`src/rtl/ss_chunk_pkg.sv`:
```
// rtl/ss_chunk_pkg.sv - save-state chunk bus shared types, header layout and helpers
//
// Purpose: definitions shared by the chunk responder and the streamer.
//   width_e      element width code (0=8b, 1=16b, 2=32b, 3=64b)
//   *_LSB        bit positions of the header fields
//   header_pack  builds the 64-bit chunk header word
//   width_mask   64-bit mask selecting the valid bits of one element
package ss_chunk_pkg;

  typedef enum logic [1:0] {
    WIDTH_8  = 2'd0,
    WIDTH_16 = 2'd1,
    WIDTH_32 = 2'd2,
    WIDTH_64 = 2'd3
  } width_e;

  localparam int unsigned SIZE_LSB  = 0;
  localparam int unsigned WIDTH_LSB = 32;
  localparam int unsigned ID_LSB    = 56;

  // Header: [31:0] size, [33:32] width code, [63:56] chunk id, rest zero.
  function automatic logic [63:0] header_pack(input logic [7:0]  id,
                                              input width_e      width,
                                              input logic [31:0] size);
    logic [63:0] h;
    h = '0;
    h[SIZE_LSB  +: 32] = size;
    h[WIDTH_LSB +: 2]  = width;
    h[ID_LSB    +: 8]  = id;
    return h;
  endfunction

  function automatic logic [63:0] width_mask(input width_e width);
    logic [63:0] m;
    case (width)
      WIDTH_8:  m = 64'h0000_0000_0000_00FF;
      WIDTH_16: m = 64'h0000_0000_0000_FFFF;
      WIDTH_32: m = 64'h0000_0000_FFFF_FFFF;
      default:  m = 64'hFFFF_FFFF_FFFF_FFFF;
    endcase
    return m;
  endfunction

endpackage

```
`src/rtl/ss_chunk_responder.sv`:
```
// rtl/ss_chunk_responder.sv - save-state chunk bus target endpoint for one chunk
//
// Purpose: answers query (header), gather (read) and scatter (write) requests
// addressed to CHUNK_ID, turning element-indexed requests into single accesses
// on a local memory port. read_data/data_ack are zero unless this instance is
// acknowledging, so several instances can be OR-combined on the shared bus.
//
// Ports:
//   clk, reset            clock, synchronous active-high reset
//   query_req             header phase qualifier
//   read_req / write_req  gather / scatter request (exactly one must be high)
//   chunk_select          chunk index, compared against CHUNK_ID
//   chunk_address         element index within the chunk
//   write_data            scatter element or offered header
//   read_data, data_ack   response word and one-cycle acknowledge
//   mem_addr/rd/wr/wdata  local memory request, strobes held until mem_ready
//   mem_rdata, mem_ready  local memory response
//   busy                  FSM not idle
module ss_chunk_responder
  import ss_chunk_pkg::*;
#(
  parameter int unsigned CHUNK_ID = 0,
  parameter int unsigned SIZE     = 1024,
  parameter int unsigned WIDTH    = 0,
  parameter int unsigned ADDR_W   = 16
) (
  input  logic              clk,
  input  logic              reset,
  input  logic              query_req,
  input  logic              read_req,
  input  logic              write_req,
  input  logic [7:0]        chunk_select,
  input  logic [31:0]       chunk_address,
  input  logic [63:0]       write_data,
  output logic [63:0]       read_data,
  output logic              data_ack,
  output logic [ADDR_W-1:0] mem_addr,
  output logic              mem_rd,
  output logic              mem_wr,
  output logic [63:0]       mem_wdata,
  input  logic [63:0]       mem_rdata,
  input  logic              mem_ready,
  output logic              busy
);

  typedef enum logic [2:0] {
    IDLE    = 3'd0,
    MEM_RD  = 3'd1,
    MEM_WR  = 3'd2,
    ACK     = 3'd3,
    RELEASE = 3'd4
  } state_e;

  localparam logic [7:0]  ID8    = CHUNK_ID[7:0];
  localparam logic [31:0] SIZE32 = SIZE[31:0];
  localparam width_e      WCODE  = width_e'(WIDTH[1:0]);
  localparam logic [63:0] HEADER = header_pack(ID8, WCODE, SIZE32);
  localparam logic [63:0] MASK   = width_mask(WCODE);

  state_e              state_q, state_d;
  logic [63:0]         read_data_q, read_data_d;
  logic [ADDR_W-1:0]   mem_addr_q, mem_addr_d;
  logic                mem_rd_q, mem_rd_d;
  logic                mem_wr_q, mem_wr_d;
  logic [63:0]         mem_wdata_q, mem_wdata_d;
  logic                abort_q, abort_d;

  logic sel;
  logic take;
  logic in_range;
  logic hdr_match;

  assign sel       = (chunk_select == ID8);
  // Both request lines high at once is not a valid request and is ignored.
  assign take      = sel & (read_req ^ write_req);
  assign in_range  = (chunk_address < SIZE32);
  assign hdr_match = (write_data[31:0] == SIZE32) && (write_data[33:32] == WCODE);

  always_ff @(posedge clk) begin
    if (reset) begin
      state_q     <= IDLE;
      read_data_q <= '0;
      mem_addr_q  <= '0;
      mem_rd_q    <= 1'b0;
      mem_wr_q    <= 1'b0;
      mem_wdata_q <= '0;
      abort_q     <= 1'b0;
    end else begin
      state_q     <= state_d;
      read_data_q <= read_data_d;
      mem_addr_q  <= mem_addr_d;
      mem_rd_q    <= mem_rd_d;
      mem_wr_q    <= mem_wr_d;
      mem_wdata_q <= mem_wdata_d;
      abort_q     <= abort_d;
    end
  end

  always_comb begin
    state_d     = state_q;
    read_data_d = read_data_q;
    mem_addr_d  = mem_addr_q;
    mem_rd_d    = mem_rd_q;
    mem_wr_d    = mem_wr_q;
    mem_wdata_d = mem_wdata_q;
    abort_d     = abort_q;

    case (state_q)
      IDLE: begin
        read_data_d = '0;
        abort_d     = 1'b0;
        if (take) begin
          if (query_req) begin
            if (read_req) begin
              read_data_d = HEADER;
              state_d     = ACK;
            end else if (hdr_match) begin
              state_d = ACK;
            end else begin
              // Header mismatch: stay silent so the initiator times out.
              state_d = RELEASE;
            end
          end else if (!in_range) begin
            // Out-of-range gather returns zero; out-of-range scatter is dropped.
            state_d = ACK;
          end else if (read_req) begin
            mem_addr_d = chunk_address[ADDR_W-1:0];
            mem_rd_d   = 1'b1;
            state_d    = MEM_RD;
          end else begin
            mem_addr_d  = chunk_address[ADDR_W-1:0];
            mem_wdata_d = write_data & MASK;
            mem_wr_d    = 1'b1;
            state_d     = MEM_WR;
          end
        end
      end

      MEM_RD: begin
        // A dropped request is remembered; the access still completes.
        if (!read_req) abort_d = 1'b1;
        if (mem_ready) begin
          mem_rd_d    = 1'b0;
          read_data_d = mem_rdata & MASK;
          state_d     = abort_d ? RELEASE : ACK;
        end
      end

      MEM_WR: begin
        if (!write_req) abort_d = 1'b1;
        if (mem_ready) begin
          mem_wr_d = 1'b0;
          state_d  = abort_d ? RELEASE : ACK;
        end
      end

      ACK: begin
        state_d = RELEASE;
      end

      RELEASE: begin
        read_data_d = '0;
        // Wait for the initiator to drop its request so each request acks once.
        if (!read_req && !write_req) state_d = IDLE;
      end

      default: begin
        state_d = IDLE;
      end
    endcase
  end

  assign data_ack  = (state_q == ACK);
  assign read_data = data_ack ? read_data_q : '0;
  assign mem_addr  = mem_addr_q;
  assign mem_rd    = mem_rd_q;
  assign mem_wr    = mem_wr_q;
  assign mem_wdata = mem_wdata_q;
  assign busy      = (state_q != IDLE);

endmodule

```
`config.mk`:
```
export PLATFORM = sky130hd
export DESIGN_NAME = ss_chunk_responder
export DESIGN_NICKNAME = d
export VERILOG_FILES = /design/src/rtl/ss_chunk_pkg.sv /design/src/rtl/ss_chunk_responder.sv
export SDC_FILE = /design/constraint.sdc
export NUM_CORES = 1
export LEC_CHECK = 0
export CAP_MARGIN = 20
export CORE_AREA = 3 3 125 127
export CTS_CLUSTER_SIZE = 20
export DETAILED_ROUTE_END_ITERATION = 10
export DIE_AREA = 0 0 128 130
export PLACE_DENSITY = 0.69
export REMOVE_ABC_BUFFERS = 1
export SETUP_SLACK_MARGIN = 0.15
export SYNTH_ARGS = -nofsm -noshare
export SYNTH_HDL_FRONTEND = slang
export SYNTH_SLANG_ARGS = --single-unit
export TNS_END_PERCENT = 30
```
`constraint.sdc`:
```
create_clock -name clk -period 1.8 [get_ports clk]
set_input_delay 0.36 -clock clk [delete_from_list [all_inputs] [get_ports clk]]
set_output_delay 0.36 -clock clk [all_outputs]
set_load 0.02 [all_outputs]
```
==> results of run 1 <==
==> routing by layer <==
layer | share of wire, % | vias to the layer above | wire [µm]
li1 | - | 1304 | -
met1 | 38 | 1231 | 3500
met2 | 51 | 149 | 4690
met5 | 0.076 | - | 7
met3 | 10 | 8 | 937
met4 | 0.74 | 2 | 68
==> cell families (layout without fill, tap and decap cells) <==
family,after synthesis,count (layout)
buffers and inverters,135,192
AND/OR/NAND/NOR,110,110
AO/OA/AOI/OAI,48,48
flip-flops,39,39
multiplexers,8,8
adder cells (fa/ha/maj),2,2
other,1,111
==> cell type report <==
class,count,area [µm²]
flip-flops and latches,39,783
well taps,184,230
clock inverters,3,43.8
repair buffers,178,1710
inverters,6,22.5
multi-input cells,279,1840
fillers,1571,9780
clock buffers,5,125
==> state kept, by name, summed over array words and instances (netlist names) <==
register and flops:
mem_rd 1, mem_addr 16, mem_wr 1, state_q 3, mem_wdata 8, abort_q 1
read_data_q 9
==> power breakdown <==
part           switching [W]  internal [W]  total, W
combinational       0.000317      0.000213  0.000531
sequential       0.000000132      0.000863  0.000863
clock               0.000376      0.000654   0.00103
==> layout by cell type (no fill, tap or decap), drive strengths merged, types with 2 or more instances in the layout <==
master,n
nor3b,6
nor2,4
and3,2
clkinv,2
buf,66
o21ai,5
mux2i,8
nor3,8
nand4,13
nand2b,20
and4,4
and2,10
nor4,16
nand3,10
o31ai,11
clkbuf,6
dlygate4sd2,13
dfxtp,39
clkdlybuf4s15,6
nand2,11
clkdlybuf4s50,79
a21oi,24
dlymetal6s2s,13
inv,6
conb,111
==> stage by stage <==
step | power, W | cell area (µm²)
3_3_place_gp | 0.00139 | 4220
4_1_cts | 0.00245 | 4570
2_1_floorplan | 0.00113 | 2430
5_1_grt | 0.00255 | 4750
6_report | 0.00242 | 4750
3_5_place_dp | 0.00139 | 4220
==> worst min-delay path by stage <==
stage                         from              to  slack [ps]  depth (start not counted)
CTS                 read_data_q[4]  read_data_q[4]         460                          2
global placement    read_data_q[6]  read_data_q[6]         450                          2
global route          mem_addr[11]    mem_addr[11]         490                          1
finish              read_data_q[4]  read_data_q[4]         460                          2
detailed placement  read_data_q[4]  read_data_q[4]         450                          2
floorplan                    reset     mem_addr[0]         430                          1
==> timing repair <==
action | 4_1_cts | 5_1_grt
pin swaps | 15 | 18
resized for setup | 98 | 45
hold buffers | 0 | 0
endpoints found under the setup margin | 43 | 49
hold endpoints to repair | 0 | 0
cloned | 1 | 0
buffers inserted | 15 | 1
==> flow_summary.ini, run 1 <==
[run]
drv_cap = 0

[clocking]
htree_levels = 2
cts.sinks = 39
clkTransAtPathRegs_ps = 60
numCtsBuffers = 5
cts_tree = built
cts_root_buf = clkbuf_16
clock_latency_ps = 290
cts_buffer_depth = 2

[critical_path]
reg2regPathDepth = 8
reg2reg_from = state_q[0]
cp_slowest_cell = clkdlybuf4s50_1
critical_path.top_delay_family = buffers and inverters
required_ps = 1440
critPathLaunchType = flop
crit_fanout = 2
cp-end-kind = output port
cp_cell_sequence = clkdlybuf4s50_1
arrival_ps = 1310
crit_type = reg -> out
slowest_delay_ps = 660
startpoint = mem_addr[0]
reg2reg_to = mem_addr[2]
ff2ff_setup_slack_ps = 150
crit_cells = 1
cp-endpoint = mem_addr[0]
critPathBufInv = 1

[synth]
synth_simple_gate_area_share_pct = 27.7
synth_area_um2 = 2930
synth-xor-area-share_pct = 0
yosys.area.top_type_share_pct = 28.4
netlist_instances = 343
avgSynthCellArea_um2 = 8.54
ys_warn_count = 0
synth_seq_cells = 39
synthMuxAreaShare_pct = 2.73
synth_compound_area_share_pct = 9.99
synth_top_family_by_area = buffers and inverters
synth_edf_count = 0
synthTopCellsByCount = 111 x buf_4, 39 x dfxtp_1, 24 x a21oi_1
synth_fa_ha_area_share_pct = 0.769
synthArstFlopShare_pct = 0
seq_area_frac_synth_pct = 26.6
synthFlopType = dfxtp_1
ys_top_cells_by_area = buf_4 28%, dfxtp_1 27%, nor4_4 4.4%
synth.distinct_cells = 47
yosysTopAreaCell = buf_4
synth_most_common_cell = buf_4

[routing]
via_per_inst = 3.88
vias = 2694
antenna_left = 0
route.detailed.drc = 0
wirelength_um = 9200
first_iter_violations = 57
first_pass_iters = 4
wire_per_inst_um = 13.3

[global_route]
grt_max_degree = 31
grt_pass1_wl_um = 13400
grt_pass1_vias = 2550
grtUsageMet2_pct = 18.3
grtUsageMet1_pct = 12.0
busiest_layer = met2
use_met3_pct = 4.22
track_usage_pct = 10.4
grt_antenna_before_repair = 1
grt_overflow = 0

[placement]
place.gp.congestion = 0.836
detailed_place_hpwl_um = 7330
portBuffers = 124
place_inst = 669
dp_slack_ps = -506

[die]
num_rows = 44
io_pins = 322
die_x_um = 128
core_area_um2 = 14500
die-area_um2 = 16600
initial_core_util_pct = 20.2
die_h_um = 130

[status]
status = complete, no violations

[timing]
setup_viol = 0
finalCritPeriodShare_pct = 92.9
rsz0062_at_grt = yes
post-route-min-period_ps = 1670
max_freq_mhz = 598
maxSlewViolCount = 0
worst_slack_ps = 128
hold_viol_final = 0
tns_ps = 0
holdWs_ps = 462
fin_skew_ps = 2.87

[cells_and_area]
final_cell_count_no_fill = 694
layout.nets = 684
n_antenna_cell = 0
drive_above_1_share_pct = 24.1
final_core_util_pct = 32.7
area_delta_synth_final_pct = 62.2

[pwr]
power_leakage_nw = 2.02
max-vdd-ir-drop_mv = 0.339
pwr_density_cell_nw_per_um2 = 510

[min_path]
hold_class = reg -> reg
(Power assumes the default switching activity.)
==> inputs of run 2 (changes only) <==
--- a/config.mk
+++ b/config.mk
@@ -10,9 +10,11 @@
 export CTS_CLUSTER_SIZE = 20
 export DETAILED_ROUTE_END_ITERATION = 10
 export DIE_AREA = 0 0 128 130
+export HOLD_SLACK_MARGIN = 0.1
 export PLACE_DENSITY = 0.69
 export REMOVE_ABC_BUFFERS = 1
 export SETUP_SLACK_MARGIN = 0.15
+export SLEW_MARGIN = 15
 export SYNTH_ARGS = -nofsm -noshare
 export SYNTH_HDL_FRONTEND = slang
 export SYNTH_SLANG_ARGS = --single-unit
==> results of run 2 <==
No change in the layout: final DEF, timing and power equal those of run 1.
==> inputs of run 3 (changes only) <==
--- a/config.mk
+++ b/config.mk
@@ -6,12 +6,12 @@
 export NUM_CORES = 1
 export LEC_CHECK = 0
 export CAP_MARGIN = 20
-export CORE_AREA = 3 3 125 127
+export CORE_AREA = 4 4 122 124
 export CTS_CLUSTER_SIZE = 20
 export DETAILED_ROUTE_END_ITERATION = 10
-export DIE_AREA = 0 0 128 130
+export DIE_AREA = 0 0 126 128
 export HOLD_SLACK_MARGIN = 0.1
-export PLACE_DENSITY = 0.69
+export PLACE_DENSITY = 0.72
 export REMOVE_ABC_BUFFERS = 1
 export SETUP_SLACK_MARGIN = 0.15
 export SLEW_MARGIN = 15
==> flow_summary.ini, run 3 (synthesis results as in run 1) <==
[status]
status = complete, no violations

[global_route]
grt_max_degree = 39
grt_antenna_before_repair = 1
grt_pass1_wl_um = 13600
grt_overflow = 0
grt_pass1_vias = 2558
track_usage_pct = 10.7

[critical_path]
slowest_delay_ps = 170
critical_path.top_delay_family = buffers and inverters
crit_type = in -> reg
cpMostUsedCell = buf_4
cp_slowest_cell = o31ai_4
critPathBufInv = 12
required_ps = 1970
crit_fanout = 2
arrival_ps = 1900
cp-end-kind = flop
cp_cell_sequence = buf_6 -> inv_2 -> buf_4 -> buf_4 -> buf_4 -> buf_4 -> buf_4 -> buf_4 -> buf_4 -> buf_4 -> buf_6 -> buf_6 -> o31ai_4 -> o21ai_1
critPathLaunchType = input pin

[cells_and_area]
layout.nets = 684
final_cell_mix = 111 x conb_1, 76 x clkdlybuf4s50_1, 40 x buf_4
area_delta_synth_final_pct = 60.6
final_core_util_pct = 34.2
layout_commonest_cell = conb_1
largest_reg_flops = 16
drive_above_1_share_pct = 23.3
fin_area_um2 = 4710
final_cell_count_no_fill = 691
fill_cells = 1470

[die]
io_pins = 322
die_h_um = 128
die-area_um2 = 16100
core_area_um2 = 13800
die_x_um = 126
initial_core_util_pct = 21.3
num_rows = 43

[timing]
tns_ps = 0
maxSlewViolCount = 0
fin_skew_ps = 3.20
finalCritPeriodShare_pct = 96.0
hold_viol_final = 0
setup_viol = 0
rsz0062_at_grt = yes
post-route-min-period_ps = 1730
max_freq_mhz = 579

[pwr]
pwr_density_cell_nw_per_um2 = 495
power_frac_seq_pct = 37.0
p_sw_w = 0.000668
pwr-share-clk_pct = 40.4
power_leakage_nw = 2.04
max-vdd-ir-drop_mv = 0.260
p_total_w = 0.00233
sw_frac_of_total_pct = 28.7
combinationalPowerShare_pct = 22.6
p_int_w = 0.00166

[clocking]
cts_root_buf = clkbuf_16
htree_levels = 2
cts.sinks = 39
numCtsBuffers = 5
cts_tree = built
clkTransAtPathRegs_ps = 60
cts_hold_buffers = 0
clock_latency_ps = 280
cts_buffer_depth = 2

[placement]
placed_cell_area_um2 = 4190
place.gp.congestion = 0.791
detailed_place_hpwl_um = 7330
portBuffers = 124
place_inst = 660

[routing]
first_pass_iters = 4
route.detailed.drc = 0
wire_per_inst_um = 13.6
antenna_left = 0
vias = 2664
wirelength_um = 9380
via_per_inst = 3.86
first_iter_violations = 65

[min_path]
hold_class = reg -> reg

[run]
drv_cap = 0
run 3: cell types whose count changed in the layout (fill, tap and decap cells not counted), sizes merged, moves of 2 or more:
| cell | previous run | this run |
|---|---|---|
| clkbuf | 6 | 15 |
| clkdlybuf4s15 | 6 | 1 |
| clkdlybuf4s50 | 79 | 76 |
| clkinv | 2 | 0 |
run 3: layout make-up:
class                   instances  area, µm²  area share, %
diodes                          1       2.50         0.0532
clock buffers                   8        156           3.32
inverters                       6       22.5          0.478
multi-input cells             279       1810           38.4
flip-flops and latches         39        783           16.6
well taps                     180        225           4.78
repair buffers                178       1710           36.3
run 3: power groups by stage:
stage | Combinational (W) | Sequential [W] | Clock, W
6_report | 0.000526 | 0.000863 | 0.000942
5_1_grt | 0.000561 | 0.000863 | 0.00103
4_1_cts | 0.000519 | 0.000863 | 0.000995
3_5_place_dp | 0.000503 | 0.000883 | 0
3_3_place_gp | 0.000500 | 0.000883 | 0
2_1_floorplan | 0.000243 | 0.000883 | 0
run 3: metrics by stage:
stage          setup WS [ps]  hold slack (ps)
2_1_floorplan           -336              429
4_1_cts                -12.7              464
3_5_place_dp            -569              456
6_report                72.0              460
5_1_grt                 11.3              482
3_3_place_gp            -496              449
run 3: what timing repair did:
item                                    CTS  global route
resized for setup                       110            37
endpoints found under the setup margin   42            55
cloned                                    1             0
buffers inserted                         17             4
pin swaps                                38            16
run 3: layer usage:
| layer | part of all wire (%) | global-route usage [%] | vias to the layer above |
|---|---|---|---|
| met3 | 10 | 4.46 | 9 |
| met2 | 49 | 18.4 | 139 |
| met1 | 39 | 12.6 | 1212 |
| met4 | 0.84 | 2.21 | 0 |
| li1 | - | - | 1304 |
| met5 | 0 | 0 | - |
run 3: final timing paths:
kind	from	end	slack (ps)	cells past startpoint
max	read_req	state_q[1]	70	14
min	read_data_q[2]	read_data_q[2]	460	2
max reg2reg	state_q[2]	mem_addr[9]	110	8
min reg2reg	read_data_q[2]	read_data_q[2]	460	2
run 3: worst min-delay path: cells and delay by family (launching register included):
| family | cells | cell delay (ps) |
|---|---|---|
| flip-flops | 1 | 300 |
| AO/OA/AOI/OAI | 1 | 50 |
| AND/OR/NAND/NOR | 1 | 60 |
